$ cat config.mk
export PLATFORM = sky130hd
export DESIGN_NAME = mask_unit_read_response_xbar_flat
export DESIGN_NICKNAME = d
export VERILOG_FILES = /design/src/rtl/mask_unit_read_response_xbar_pkg.sv /design/src/rtl/mask_unit_read_response_xbar_if.sv /design/src/rtl/mask_unit_resp_fifo.sv /design/src/rtl/mask_unit_read_response_xbar.sv /design/src/flat_wrapper.sv
export SDC_FILE = /design/constraint.sdc
export NUM_CORES = 1
export LEC_CHECK = 0
export ABC_AREA = 1
export BUFFER_PORTS_ARGS = -buffer_cell sky130_fd_sc_hd__buf_2
export CORE_UTILIZATION = 40
export CTS_BUF_LIST = sky130_fd_sc_hd__clkbuf_16
export DETAILED_ROUTE_END_ITERATION = 6
export GPL_ROUTABILITY_DRIVEN = 0
export SLEW_MARGIN = 20
export SYNTH_ARGS = -nofsm -noshare
export SYNTH_HDL_FRONTEND = slang
export SYNTH_SLANG_ARGS = --single-unit
$ cat constraint.sdc
create_clock -name clock -period 8.3 [get_ports clock]
set_clock_uncertainty 0.2 [all_clocks]
set_input_delay 1.66 -clock clock [delete_from_list [all_inputs] [get_ports clock]]
set_output_delay 1.66 -clock clock [all_outputs]
set_load 0.005 [all_outputs]
$ cat src/rtl/mask_unit_read_response_xbar_pkg.sv
// -----------------------------------------------------------------------------
// mask_unit_xbar_pkg
// Shared constants, the buffered response entry type and the round-robin
// pick function used by the mask-unit lane read-response crossbar.
// -----------------------------------------------------------------------------
package mask_unit_xbar_pkg;

  localparam int LANES  = 4;   // lane response inputs (power of 2)
  localparam int REQS   = 4;   // requester outputs
  localparam int DATA_W = 32;  // read data width
  localparam int OFF_W  = 2;   // byte-group offset width
  localparam int IDX_W  = $clog2(REQS);
  localparam int LANE_W = $clog2(LANES);

  typedef struct packed {
    logic [DATA_W-1:0] data;
    logic [IDX_W-1:0]  writeIndex;
    logic [OFF_W-1:0]  dataOffset;
  } resp_entry_t;

  // First set bit of req at or after ptr, wrapping modulo LANES.
  // Returns ptr when req is empty; callers qualify with |req.
  function automatic logic [LANE_W-1:0] rr_pick(input logic [LANES-1:0]  req,
                                               input logic [LANE_W-1:0] ptr);
    logic [LANE_W-1:0] idx;
    logic              found;
    rr_pick = ptr;
    found   = 1'b0;
    for (int i = 0; i < LANES; i++) begin
      // LANES is a power of 2, so the index wraps for free.
      idx = ptr + LANE_W'(i);
      if (!found && req[idx]) begin
        rr_pick = idx;
        found   = 1'b1;
      end
    end
  endfunction

endpackage

$ cat src/rtl/mask_unit_read_response_xbar_if.sv
// -----------------------------------------------------------------------------
// mask_unit_read_response_xbar_if
// Lane-side and requester-side signals of the read-response crossbar.
//   slave  : crossbar view (accepts lane responses, drives requesters)
//   master : environment view (lanes drive responses, requesters accept)
// Lane side     : in_valid, in_ready, in_data, in_writeIndex, in_dataOffset
// Requester side: out_valid, out_ready, out_data, out_dataOffset, out_lane
// -----------------------------------------------------------------------------
interface mask_unit_read_response_xbar_if;
  import mask_unit_xbar_pkg::*;

  logic [LANES-1:0]             in_valid;
  logic [LANES-1:0]             in_ready;
  logic [LANES-1:0][DATA_W-1:0] in_data;
  logic [LANES-1:0][IDX_W-1:0]  in_writeIndex;
  logic [LANES-1:0][OFF_W-1:0]  in_dataOffset;

  logic [REQS-1:0]              out_valid;
  logic [REQS-1:0]              out_ready;
  logic [REQS-1:0][DATA_W-1:0]  out_data;
  logic [REQS-1:0][OFF_W-1:0]   out_dataOffset;
  logic [REQS-1:0][LANE_W-1:0]  out_lane;

  modport slave (
    input  in_valid, in_data, in_writeIndex, in_dataOffset, out_ready,
    output in_ready, out_valid, out_data, out_dataOffset, out_lane
  );

  modport master (
    output in_valid, in_data, in_writeIndex, in_dataOffset, out_ready,
    input  in_ready, out_valid, out_data, out_dataOffset, out_lane
  );

endinterface

$ cat src/rtl/mask_unit_resp_fifo.sv
// -----------------------------------------------------------------------------
// mask_unit_resp_fifo
// DEPTH-entry response FIFO for one lane. No bypass: a push becomes visible
// at rdata_o in the following cycle.
//   clock, reset : clock, synchronous active-high reset
//   push_i       : write wdata_i (caller guarantees !full_o)
//   pop_i        : drop the head entry (caller guarantees !empty_o)
//   rdata_o      : head entry
//   full_o       : DEPTH entries held
//   empty_o      : no entries held
// -----------------------------------------------------------------------------
module mask_unit_resp_fifo
  import mask_unit_xbar_pkg::*;
#(
  parameter int DEPTH = 2
) (
  input  logic        clock,
  input  logic        reset,
  input  logic        push_i,
  input  logic        pop_i,
  input  resp_entry_t wdata_i,
  output resp_entry_t rdata_o,
  output logic        full_o,
  output logic        empty_o
);

  localparam int CNT_W = $clog2(DEPTH + 1);
  localparam int PTR_W = (DEPTH > 1) ? $clog2(DEPTH) : 1;

  resp_entry_t      mem_q [DEPTH];
  logic [PTR_W-1:0] wr_ptr_q, wr_ptr_d;
  logic [PTR_W-1:0] rd_ptr_q, rd_ptr_d;
  logic [CNT_W-1:0] count_q, count_d;

  function automatic logic [PTR_W-1:0] ptr_inc(input logic [PTR_W-1:0] p);
    return (p == PTR_W'(DEPTH - 1)) ? '0 : p + 1'b1;
  endfunction

  always_comb begin
    // NOTE: every combinational output gets a default first so no path leaves
    // it unassigned; that is what keeps synthesis from inferring a latch.
    wr_ptr_d = wr_ptr_q;
    rd_ptr_d = rd_ptr_q;
    count_d  = count_q;
    if (push_i) wr_ptr_d = ptr_inc(wr_ptr_q);
    if (pop_i)  rd_ptr_d = ptr_inc(rd_ptr_q);
    // Simultaneous push and pop leaves the count unchanged.
    case ({push_i, pop_i})
      2'b10:   count_d = count_q + 1'b1;
      2'b01:   count_d = count_q - 1'b1;
      default: count_d = count_q;
    endcase
  end

  always_ff @(posedge clock) begin
    // NOTE: sequential state uses non-blocking assignments so every flop
    // samples the pre-edge values, independent of statement order.
    if (reset) begin
      wr_ptr_q <= '0;
      rd_ptr_q <= '0;
      count_q  <= '0;
    end else begin
      wr_ptr_q <= wr_ptr_d;
      rd_ptr_q <= rd_ptr_d;
      count_q  <= count_d;
    end
  end

  // NOTE: the storage array is deliberately not reset; emptiness is tracked by
  // count_q, so stale contents are never observed and the RAM stays reset-free.
  always_ff @(posedge clock) begin
    if (push_i) mem_q[wr_ptr_q] <= wdata_i;
  end

  assign rdata_o = mem_q[rd_ptr_q];
  assign full_o  = (count_q == CNT_W'(DEPTH));
  assign empty_o = (count_q == '0);

endmodule

$ cat src/rtl/mask_unit_read_response_xbar.sv
// -----------------------------------------------------------------------------
// mask_unit_read_response_xbar
// Return path of the mask-unit lane read crossbar. Each lane's response is
// buffered in a small FIFO (lanes cannot be stalled once a read is issued) and
// steered to the requester named by its writeIndex. Each requester runs its
// own round-robin arbiter over the lane FIFO heads that target it.
//   clock, reset : clock, synchronous active-high reset
//   bus          : lane responses in, requester responses out (slave view)
//   overflow     : sticky; a response arrived while its lane FIFO was full
// -----------------------------------------------------------------------------
module mask_unit_read_response_xbar
  import mask_unit_xbar_pkg::*;
#(
  parameter int DEPTH = 2
) (
  input  logic                           clock,
  input  logic                           reset,
  mask_unit_read_response_xbar_if.slave  bus,
  output logic                           overflow
);

  resp_entry_t       head      [LANES];
  logic [LANES-1:0]  full, empty, push, pop;
  logic [LANES-1:0]  cand      [REQS];
  logic [LANE_W-1:0] winner    [REQS];
  logic [LANE_W-1:0] rr_ptr_q  [REQS];
  logic [LANE_W-1:0] rr_ptr_d  [REQS];
  logic [REQS-1:0]   fire;
  logic [REQS-1:0]   out_valid;
  logic              overflow_q, overflow_d;

  // in_ready depends only on registered FIFO state: a full FIFO that pops this
  // cycle still refuses the incoming beat.
  assign bus.in_ready = ~full;
  assign push         = bus.in_valid & ~full;
  assign overflow_d   = overflow_q | (|(bus.in_valid & full));
  assign overflow     = overflow_q;

  for (genvar l = 0; l < LANES; l++) begin : g_lane
    resp_entry_t wdata;
    assign wdata = '{data:       bus.in_data[l],
                     writeIndex: bus.in_writeIndex[l],
                     dataOffset: bus.in_dataOffset[l]};

    mask_unit_resp_fifo #(.DEPTH(DEPTH)) u_fifo (
      .clock   (clock),
      .reset   (reset),
      .push_i  (push[l]),
      .pop_i   (pop[l]),
      .wdata_i (wdata),
      .rdata_o (head[l]),
      .full_o  (full[l]),
      .empty_o (empty[l])
    );

    // writeIndex values outside the requester range would wedge this FIFO.
    a_legal_index : assert property (@(posedge clock) disable iff (reset)
      !bus.in_valid[l] || (int'(bus.in_writeIndex[l]) < REQS));
  end

  always_comb begin
    pop       = '0;
    out_valid = '0;
    for (int r = 0; r < REQS; r++) begin
      cand[r] = '0;
      for (int l = 0; l < LANES; l++) begin
        cand[r][l] = !empty[l] && (head[l].writeIndex == IDX_W'(r));
      end
      winner[r]    = rr_pick(cand[r], rr_ptr_q[r]);
      out_valid[r] = |cand[r];
      fire[r]      = out_valid[r] & bus.out_ready[r];
      rr_ptr_d[r]  = fire[r] ? winner[r] + 1'b1 : rr_ptr_q[r];
      // A head targets exactly one requester, so each lane pops at most once.
      if (fire[r]) pop[winner[r]] = 1'b1;
    end
  end

  assign bus.out_valid = out_valid;
  for (genvar r = 0; r < REQS; r++) begin : g_req
    assign bus.out_data[r]       = head[winner[r]].data;
    assign bus.out_dataOffset[r] = head[winner[r]].dataOffset;
    assign bus.out_lane[r]       = winner[r];
  end

  always_ff @(posedge clock) begin
    if (reset) begin
      for (int r = 0; r < REQS; r++) rr_ptr_q[r] <= '0;
      overflow_q <= 1'b0;
    end else begin
      for (int r = 0; r < REQS; r++) rr_ptr_q[r] <= rr_ptr_d[r];
      overflow_q <= overflow_d;
    end
  end

endmodule

$ cat src/flat_wrapper.sv
// flat-port wrapper written by rule: the top's interface ports become plain ports
module mask_unit_read_response_xbar_flat import mask_unit_xbar_pkg::*;
#(
  parameter int DEPTH = 2
)
  (clock, reset, overflow, bus_in_valid, bus_in_data, bus_in_writeIndex, bus_in_dataOffset, bus_out_ready, bus_in_ready, bus_out_valid, bus_out_data, bus_out_dataOffset, bus_out_lane);
  mask_unit_read_response_xbar_if bus_i ();
  input  logic clock;
  input  logic reset;
  output logic overflow;
  input wire logic [$bits(bus_i.in_valid)-1:0] bus_in_valid;
  input wire logic [$bits(bus_i.in_data)-1:0] bus_in_data;
  input wire logic [$bits(bus_i.in_writeIndex)-1:0] bus_in_writeIndex;
  input wire logic [$bits(bus_i.in_dataOffset)-1:0] bus_in_dataOffset;
  input wire logic [$bits(bus_i.out_ready)-1:0] bus_out_ready;
  output wire logic [$bits(bus_i.in_ready)-1:0] bus_in_ready;
  output wire logic [$bits(bus_i.out_valid)-1:0] bus_out_valid;
  output wire logic [$bits(bus_i.out_data)-1:0] bus_out_data;
  output wire logic [$bits(bus_i.out_dataOffset)-1:0] bus_out_dataOffset;
  output wire logic [$bits(bus_i.out_lane)-1:0] bus_out_lane;
  assign bus_i.in_valid = bus_in_valid;
  assign bus_i.in_data = bus_in_data;
  assign bus_i.in_writeIndex = bus_in_writeIndex;
  assign bus_i.in_dataOffset = bus_in_dataOffset;
  assign bus_i.out_ready = bus_out_ready;
  assign bus_in_ready = bus_i.in_ready;
  assign bus_out_valid = bus_i.out_valid;
  assign bus_out_data = bus_i.out_data;
  assign bus_out_dataOffset = bus_i.out_dataOffset;
  assign bus_out_lane = bus_i.out_lane;
  mask_unit_read_response_xbar #(.DEPTH(DEPTH)) u_core (.clock(clock), .reset(reset), .bus(bus_i), .overflow(overflow));
endmodule
## Word-level counts from Yosys, hierarchy flattened

Memory sizes are Yosys's and may differ from the RTL's. A register that Yosys moved wholly into a read port is not among the register bits.
Cells that the tools add are included.

- Add/subtract/negate cells: 32
- Multipliers: 0
- Div/mod/pow operators: 0
- Order comparisons: 28
- Equality and inequality tests: 24
- Shift operators: 0
- Multiplexer cells: 119
- Bitwise operators: 19
- Reduce and logical (&&, ||, !) cells: 65

Operators by type and width:

| kind | number |
|---|---|
| binary-select mux 36 bit (select 2 bit) | 4 |
| two-way mux 36 bit | 8 |
| less-than comparator 2 x 3 -> 1 bit (second input constant) | 20 |
| two-way mux 1 bit | 59 |
| two-way mux 2 bit | 20 |
| binary-select mux 1 bit (select 2 bit) | 16 |
| == test 2 bit (second input constant) | 16 |
| logical AND 1 bit | 32 |
| adder 2 x 1 -> 2 bit (second input constant) | 12 |
| OR reduction 4 bit | 5 |
| adder 2 bit (second input constant) | 8 |
| == test 2 x 1 -> 1 bit (second input constant) | 8 |
| logical NOT 1 bit | 16 |
| logical NOT 2 bit | 8 |
| two-way mux 4 bit | 4 |
| one-hot mux 2 bit (2 select lines) | 4 |
| greater-or-equal comparator 3 bit (second input constant) | 4 |
| NOT 2 -> 3 bit | 4 |
| OR 4 bit | 3 |
| adder 1 bit (second input constant) | 8 |
| bitwise AND 4 bit | 2 |
| demux 1 bit (select 2 bit) | 4 |
| greater-or-equal comparator 2 x 1 -> 1 bit (second input constant) | 4 |
| nonzero test 2 bit | 4 |
| other kinds (4) | 14 |

- Register bits after elaboration: 17
- Bits in latches: 0
- RAM bits: 296
- Bits in read-only memories: 0
- Input bits: 154
- Output and inout bits: 153
- Word-level logic and storage cells: 305
- Memories: 5

Memories:

| name | words | width | rd ports | clocked after memory_dff | write ports | line | RTL |
|---|---|---|---|---|---|---|---|
| u_core.g_lane[0].u_fifo.mem_q | 2 | 36 | 1 | 1 | 1 | mask_unit_resp_fifo.sv:30 | `resp_entry_t mem_q [DEPTH];` |
| u_core.g_lane[1].u_fifo.mem_q | 2 | 36 | 1 | 1 | 1 | mask_unit_resp_fifo.sv:30 |  |
| u_core.g_lane[2].u_fifo.mem_q | 2 | 36 | 1 | 1 | 1 | mask_unit_resp_fifo.sv:30 |  |
| u_core.g_lane[3].u_fifo.mem_q | 2 | 36 | 1 | 1 | 1 | mask_unit_resp_fifo.sv:30 |  |
| u_core.rr_ptr_q | 4 | 2 | 4 | 0 | 4 | mask_unit_read_response_xbar.sv:26 | `logic [LANE_W-1:0] rr_ptr_q [REQS];` |

## Logic depth before layout (Yosys ltp)

Gate-level depths: netlist of the first run.

- Depth in word-level cells: 28
- Mapped depth: 27
- Mapped depth without buffers: 26

## Cells and area by module

Synthesis of the first run repeated with hierarchy kept, for this count alone.

- Cells, all modules: 2153
- Area total of the unflattened synthesis: 18959.4 um2

By module, submodules not included:

| module | times used | cells an instance | area an instance (um2) | seq. area each (um2) |
|---|---|---|---|---|
| mask_unit_resp_fifo | 4 | 145 | 2976.6 | 2262.2 |
| mask_unit_read_response_xbar | 1 | 1573 | 7053.0 | 180.2 |

## Worst setup path after synthesis of the first run

Ideal clock, no wire load.

- Path type: input-to-reg
- Start point: input port bus_in_valid[1]
- End point: memory u_core.g_lane[1].u_fifo.mem_q[1][0] in the netlist's numbering, enable pin
- Setup time: 431 ps
- Arrival time: 3296 ps
- Required time: 7669 ps
- Setup slack: 4373 ps
- Stages on the path: 2
- Path buffers: 0
- Cell sequence: nand2_1 -> nor2_1

- Cells in the longest elaborated chain, start to end: 3

RTL lines:

| what | line | RTL |
|---|---|---|
| start: declaration | flat_wrapper.sv:11 | `input wire logic [$bits(bus_i.in_valid)-1:0] bus_in_valid;` |
| bitwise AND 4 bit | mask_unit_read_response_xbar.sv:35 | `assign push = bus.in_valid & ~full;` |
| two-way mux 1 bit | mask_unit_resp_fifo.sv:72 | `if (push_i) mem_q[wr_ptr_q] <= wdata_i;` |
| two-way mux 1 bit (not written as such) | mask_unit_resp_fifo.sv:72 |  |
| end: declaration | mask_unit_resp_fifo.sv:30 |  |

No other way between the ends.

==> insert_results.sql, run 1 <==
INSERT INTO impl_metrics (metric_group, metric, value, unit) VALUES
('logic_synthesis', 'synthesized_area_divided_by_synthesized_cell_count', '7.70', 'um2'),
('timing', 'report.final.hold_viol_count', '0', ''),
('cells_and_area', 'area_growth_syn_to_layout', '16.4', '%'),
('floorplanning', 'die_x', '216', 'um'),
('worst_setup_path', 'critical_path.most_common_cell', 'nand2_1', ''),
('global_routing', 'grt_first_pass_wirelength', '104', 'mm'),
('cells_and_area', 'layout.cells.most_common_list', 'nand2_1, nand3_1, buf_2', ''),
('cts', 'total_clock_sinks', '317', ''),
('cts', 'holdBufCountCts', '0', ''),
('cells_and_area', 'drive_above_1_share', '17.2', '%'),
('timing', 'achievable-frequency', '138', 'MHz'),
('cts', 'cts-root-buf', 'clkbuf_16', ''),
('floorplanning', 'core_area', '0.0453', 'mm2'),
('logic_synthesis', 'synth_top_area_share', '47.2', '%'),
('drt', 'routed-via-count', '17800', ''),
('timing', 'finalSetupTns', '0', 'ns'),
('logic_synthesis', 'synth_sequential_area_ratio', '50.3', '%'),
('cts', 'clockBufferDepth', '3', ''),
('global_routing', 'maximum_number_of_pins_on_one_net_before_global_route_repair', '77', ''),
('floorplanning', 'fp.dieArea', '0.0467', 'mm2'),
('cts', 'clkLatencyLatePin', '0.57', 'ns'),
('logic_synthesis', 'yosys_warnings', '0', ''),
('global_routing', 'number_of_global_route_vias_before_repair', '16800', ''),
('worst_setup_path', 'slowest_cell_on_crit_path', 'nand2_4', ''),
('flow_run', 'maxCapViolCount', '0', ''),
('drt', 'remaining_drc_errors', '0', ''),
('place', 'numPortBuffers', '306', ''),
('drt', 'routed_wire_length', '70.6', 'mm'),
('worst_setup_path', 'cell_breakdown_of_the_critical_path', 'buf_4 > inv_2 > nand2_1 > nand2_2 > inv_2 > nand3_1 > mux2i_1 > nand2_1 > o21ai_0 > nor2_1 > nand3_2 > buf_4 > nand2_4 > o21ai_0 > nand2_1 > nand2_1 > buf_2', ''),
('logic_synthesis', 'ys_types', '37', ''),
('floorplanning', 'die-height', '216', 'um'),
('timing', 'finalSetupViolCount', '0', ''),
('drt', 'antenna_violating_nets_post_route', '0', ''),
('status', 'status', 'finished clean', ''),
('worst_setup_path', 'data_arrival_time_of_the_critical_path', '5.39', 'ns'),
('global_routing', 'initial_antenna_violation_count', '4', ''),
('worst_setup_path', 'critical-path-max-stage-delay', '0.75', 'ns'),
('logic_synthesis', 'synthTopCellsByArea', 'edfxtp_1, nand2_1, nand3_1', ''),
('global_routing', 'globalRoute.totalOverflow', '0', ''),
('worst_setup_path', 'path_max_fanout', '76', ''),
('logic_synthesis', 'postSynthNetCount', '2552', ''),
('global_routing', 'globalRouteTotalUtil', '29.7', '%'),
('floorplanning', 'row_count', '78', ''),
('timing', 'transition_time_at_the_pin_with_the_least_slew_margin', '1.08', 'ns'),
('cells_and_area', 'layout.cells.most_common', 'nand2_1', ''),
('worst_hold_path', 'hold_path_class', 'reg -> reg', ''),
('logic_synthesis', 'post-synth-top-area-cell', 'edfxtp_1', ''),
('worst_setup_path', 'critPathKind', 'reg -> out', ''),
('floorplanning', 'floorplan.initialDensity', '40.5', '%'),
('timing', 'worst_slew_margin_rel', '27.6', '%'),
('place', 'placed_cells', '3177', ''),
('cts', 'postCtsResizedCells', '0', ''),
('cells_and_area', 'post-route-util', '47.1', '%'),
('place', 'dp_hpwl', '46.4', 'mm'),
('worst_setup_path', 'critical_path.startpoint_type', 'register', ''),
('cts', 'cts_tree', 'yes', ''),
('cts', 'htreeDepth', '2', ''),
('timing', 'period_share', '87.4', '%'),
('worst_setup_path', 'critical_path_required', '6.44', 'ns'),
('timing', 'drv_slew', '0', ''),
('cts', 'worst_setup_hold_path_clk_slew', '0.06', 'ns'),
('timing', 'layout_min_cycle_time', '7.25', 'ns'),
('logic_synthesis', 'post_synth_instance_area', '0.0183', 'mm2'),
('drt', 'drt-initial-drc-count', '2204', ''),
('logic_synthesis', 'syn-instance-count', '2382', ''),
('drt', 'via_per_inst', '5.50', ''),
('drt', 'drt-pass1-iter-count', '7', ''),
('timing', 'rsz0062_at_grt', 'false', ''),
('cts', 'cts_made_buffers', '38', ''),
('cts', 'number_of_buffers_inserted_to_repair_setup_after_cts', '0', ''),
('cells_and_area', 'layoutNonFillerInstCount', '3247', ''),
('worst_setup_path', 'cp-end-kind', 'primary output', ''),
('logic_synthesis', 'ys_ff_latch', '317', ''),
('floorplanning', 'design.portCount', '307', ''),
('drt', 'route.detailed.wl_per_inst', '21.7', 'um'),
('cells_and_area', 'finalNetCount', '2788', '');
==> cells by family after synthesis <==
| group | count (synthesis) | share of synthesized area (%) |
|---|---|---|
| simple gates | 1715 | 38.2 |
| flops | 317 | 50.3 |
| buf+inv | 214 | 6.09 |
| compound gates | 113 | 3.88 |
| fa+ha+maj | 16 | 1.09 |
| xor+xnor | 4 | 0.232 |
| mux | 3 | 0.164 |
==> critical path: cells and delay by family (launching register included) <==
kind | cells | cell delay (ns)
compound gates | 2 | 0.52
buf+inv | 5 | 1.73
flops | 1 | 0.31
mux | 1 | 0.27
simple gates | 9 | 1.90
==> metrics by stage <==
stage	setup slack (ns)	hold WS (ns)	cell area [um2]
2_1_floorplan	4.37	0.252	18300
4_1_cts	1.13	0.286	21300
6_report	1.05	0.280	21300
3_3_place_gp	1.89	0.256	20100
3_5_place_dp	1.75	0.271	20100
5_1_grt	0.843	0.311	21300
==> worst paths after layout <==
check | slack [ns] | cells past startpoint | start | end
worst max register to register | 2.13 | 25 | register | u_core.g_lane[2].u_fifo.count_q[1]
worst min register to register | 0.28 | 1 | u_core.overflow | u_core.overflow
worst min-delay path | 0.28 | 1 | u_core.overflow | u_core.overflow
worst max-delay path | 1.05 | 17 | register | bus_out_data[101]
==> cell type report <==
cell class	instances	area (um2)
flip-flops and latches	317	9230
inverters	79	297
clock buffers	38	951
multi-input cells	1851	8070
fillers	4536	23900
clock inverters	29	292
diodes	2	5.00
repair buffers	331	1740
well taps	600	751
==> state kept, by name (all words and copies together) (netlist names), named ones only <==
register                       cells
u_core.g_lane.u_fifo.count_q       8
u_core.g_lane.u_fifo.mem_q       288
u_core.g_lane.u_fifo.rd_ptr_q      4
u_core.g_lane.u_fifo.wr_ptr_q      4
u_core.overflow                    1
u_core.rr_ptr_q                    8
==> per-layer routing <==
metal  vias to the layer above  global-route usage (%)  routed length (um)
met5                         -                       0                  13
met4                         2                    13.7                3400
met3                       206                    5.89                7420
met2                      1143                    46.9               31700
li1                       8280                       -                   -
met1                      8216                    39.4               28000
==> cells in the mapped netlist <==
| library cell | n |
|---|---|
| a21o_1 | 1 |
| a21oi_1 | 29 |
| and2_4 | 1 |
| buf_1 | 1 |
| buf_2 | 61 |
| buf_4 | 27 |
| buf_6 | 18 |
| clkbuf_1 | 28 |
| clkinv_1 | 1 |
| dfxtp_1 | 29 |
| edfxtp_1 | 288 |
| ha_1 | 16 |
| inv_1 | 67 |
| inv_2 | 11 |
| mux2i_1 | 3 |
| nand2_1 | 1328 |
| nand2_2 | 15 |
| nand3_1 | 316 |
| nand3_2 | 4 |
| nand4_1 | 10 |
| nand4_4 | 1 |
| nor2_1 | 26 |
| nor2_2 | 6 |
| nor2_4 | 2 |
| nor2_8 | 1 |
| nor2b_4 | 1 |
| nor3_1 | 4 |
| o2111ai_1 | 2 |
| o211ai_1 | 35 |
| o21a_1 | 1 |
| o21ai_0 | 25 |
| o21ai_1 | 10 |
| o21ai_2 | 9 |
| o21ai_4 | 1 |
| xnor2_1 | 1 |
| xor2_1 | 2 |
| xor2_2 | 1 |
Power of run 1 is left out: the tool's default activity adds up to more than one toggle a clock period on the data nets, which glitch-free logic cannot reach.
==> run 2: changes to the inputs <==
Settings changed: PLACE_DENSITY set to 0.69.
==> insert_results.sql, run 2 (same netlist as run 1, synthesis figures left out) <==
INSERT INTO impl_metrics (metric_group, metric, value, unit) VALUES
('place', 'postPlaceCellArea', '0.0201', 'mm2'),
('worst_setup_path', 'cp-end-kind', 'primary output', ''),
('drt', 'wl_met2', '30.8', 'mm'),
('drt', 'met3_wirelength', '9.06', 'mm'),
('timing', 'period_share', '89.0', '%'),
('place', 'dp_hpwl', '46.3', 'mm'),
('timing', 'rsz0062_at_grt', 'false', ''),
('floorplanning', 'floorplan.initialDensity', '40.5', '%'),
('timing', 'finalSetupTns', '0', 'ns'),
('timing', 'timing.final.ws_setup', '0.915', 'ns'),
('cts', 'total_clock_sinks', '317', ''),
('worst_setup_path', 'data_arrival_time_of_the_critical_path', '5.52', 'ns'),
('drt', 'drt-initial-drc-count', '2864', ''),
('floorplanning', 'die-height', '216', 'um'),
('floorplanning', 'fp.dieArea', '0.0467', 'mm2'),
('global_routing', 'maximum_number_of_pins_on_one_net_before_global_route_repair', '67', ''),
('cts', 'number_of_buffers_inserted_to_repair_setup_after_cts', '0', ''),
('drt', 'top_layer', 'met5', ''),
('cells_and_area', 'layout_top_registers', 'u_core.g_lane.u_fifo.mem_q: 288 flops, u_core.g_lane.u_fifo.count_q: 8 flops, u_core.rr_ptr_q: 8 flops', ''),
('cells_and_area', 'largest_reg_flops', '288', ''),
('worst_setup_path', 'critPathKind', 'reg -> out', ''),
('drt', 'route.detailed.wl_per_inst', '21.7', 'um'),
('cells_and_area', 'final.fill_count', '4422', ''),
('timing', 'finalSetupViolCount', '0', ''),
('cells_and_area', 'layout.cells.most_common_list', 'nand2_1, nand3_1, buf_2', ''),
('global_routing', 'globalRoute.totalOverflow', '0', ''),
('cells_and_area', 'postLayoutCellArea', '0.0214', 'mm2'),
('timing', 'achievable-frequency', '135', 'MHz'),
('drt', 'routed-via-count', '18200', ''),
('timing', 'drv_slew', '0', ''),
('drt', 'routed_wire_length', '70.8', 'mm'),
('worst_setup_path', 'critical_path_required', '6.44', 'ns'),
('place', 'numPortBuffers', '306', ''),
('cells_and_area', 'finalNetCount', '2788', ''),
('worst_hold_path', 'hold_path_class', 'reg -> reg', ''),
('floorplanning', 'die_x', '216', 'um'),
('status', 'status', 'finished clean', ''),
('worst_hold_path', 'worst_hold_path.num_cells', '1', ''),
('cells_and_area', 'layout.cells.most_common', 'nand2_1', ''),
('cts', 'cts_made_buffers', '37', ''),
('drt', 'remaining_drc_errors', '0', ''),
('cts', 'postCtsResizedCells', '0', ''),
('global_routing', 'initial_antenna_violation_count', '17', ''),
('cts', 'worst_setup_hold_path_clk_slew', '0.06', 'ns'),
('floorplanning', 'core_area', '0.0453', 'mm2'),
('place', 'dpl_worst_slack', '1.69', 'ns'),
('timing', 'layout_min_cycle_time', '7.38', 'ns'),
('cts', 'cts_tree', 'yes', ''),
('drt', 'met1Wirelength', '27.2', 'mm'),
('timing', 'worst_slew_margin_rel', '22.0', '%'),
('drt', 'antenna_violating_nets_post_route', '0', ''),
('cells_and_area', 'max_flop_register', 'u_core.g_lane.u_fifo.mem_q', ''),
('worst_setup_path', 'path_max_fanout', '65', ''),
('worst_setup_path', 'reg2regPathDepth', '23', ''),
('flow_run', 'maxCapViolCount', '0', ''),
('drt', 'via_per_inst', '5.59', ''),
('timing', 'transition_time_at_the_pin_with_the_least_slew_margin', '1.17', 'ns'),
('cts', 'cts-root-buf', 'clkbuf_16', ''),
('floorplanning', 'design.portCount', '307', ''),
('cts', 'clockBufferDepth', '3', ''),
('floorplanning', 'row_count', '78', ''),
('global_routing', 'number_of_global_route_vias_before_repair', '16400', ''),
('cells_and_area', 'area_growth_syn_to_layout', '16.6', '%'),
('timing', 'report.final.hold_viol_count', '0', ''),
('drt', 'drt-pass1-iter-count', '7', ''),
('global_routing', 'globalRouteTotalUtil', '29.5', '%'),
('cts', 'holdBufCountCts', '0', ''),
('cts', 'htreeDepth', '2', ''),
('worst_setup_path', 'timing.reg2reg.setup_slack', '1.99', 'ns'),
('cts', 'clkLatencyLatePin', '0.57', 'ns'),
('global_routing', 'grt_first_pass_wirelength', '103', 'mm'),
('cells_and_area', 'drive_above_1_share', '17.4', '%'),
('worst_setup_path', 'critical_path.startpoint_type', 'register', '');
[run 2: cell types whose count changed in the layout (fill, tap and decap cells not counted), sizes merged]
cell	change
clkinvlp	+1
buf	+1
diode	+10
clkbuf	-1
inv	-2
bufinv	+2
[run 2: path summary, 6_finish.rpt]
path                    from                            endpoint
max                 register                   bus_out_data[101]
min          u_core.overflow                     u_core.overflow
max reg2reg         register  u_core.g_lane[2].u_fifo.count_q[1]
min reg2reg  u_core.overflow                     u_core.overflow
[run 2: routing by layer]
| layer | vias up | track usage [%] |
|---|---|---|
| li1 | 8287 | - |
| met4 | 2 | 13.8 |
| met3 | 248 | 8.06 |
| met5 | - | 0 |
| met2 | 1356 | 44.6 |
| met1 | 8322 | 39.1 |
[run 2: layout make-up]
| cell class | count | area [um2] | area share (%) |
|---|---|---|---|
| Timing Repair Buffer | 332 | 1730 | 8.08 |
| Multi-Input combinational cell | 1851 | 8070 | 37.7 |
| Inverter | 79 | 297 | 1.39 |
| Sequential cell | 317 | 9230 | 43.2 |
| Clock inverter | 30 | 352 | 1.64 |
| Antenna cell | 12 | 30.0 | 0.140 |
| Tap cell | 600 | 751 | 3.51 |
| Clock buffer | 37 | 926 | 4.33 |
[run 2: through the flow]
stage	util (%)	std cells	hold WS (ns)
2_1_floorplan	-	2382	0.252
3_3_place_gp	44.3	3179	0.247
3_5_place_dp	44.3	3179	0.258
4_1_cts	47.1	3246	0.272
5_1_grt	47.2	3255	0.288
6_report	47.2	3258	0.272
[run 2: worst max-delay path, stage by stage, from the launching register on]
cell and delay [ns]:
dfxtp_2 0.99, nand2_1 0.15, nand2_2 0.17, inv_2 0.06
nand3_1 0.11, mux2i_1 0.13, nand2_1 0.10, o21ai_0 0.10
nor2_1 0.22, nand2_1 0.14, nand2_2 0.09, buf_4 0.68
nand2_2 0.76, buf_4 0.54, o21ai_0 0.24, nand2_1 0.12
nand2_1 0.14, buf_2 0.12
Power of run 2 is left out for the same reason.
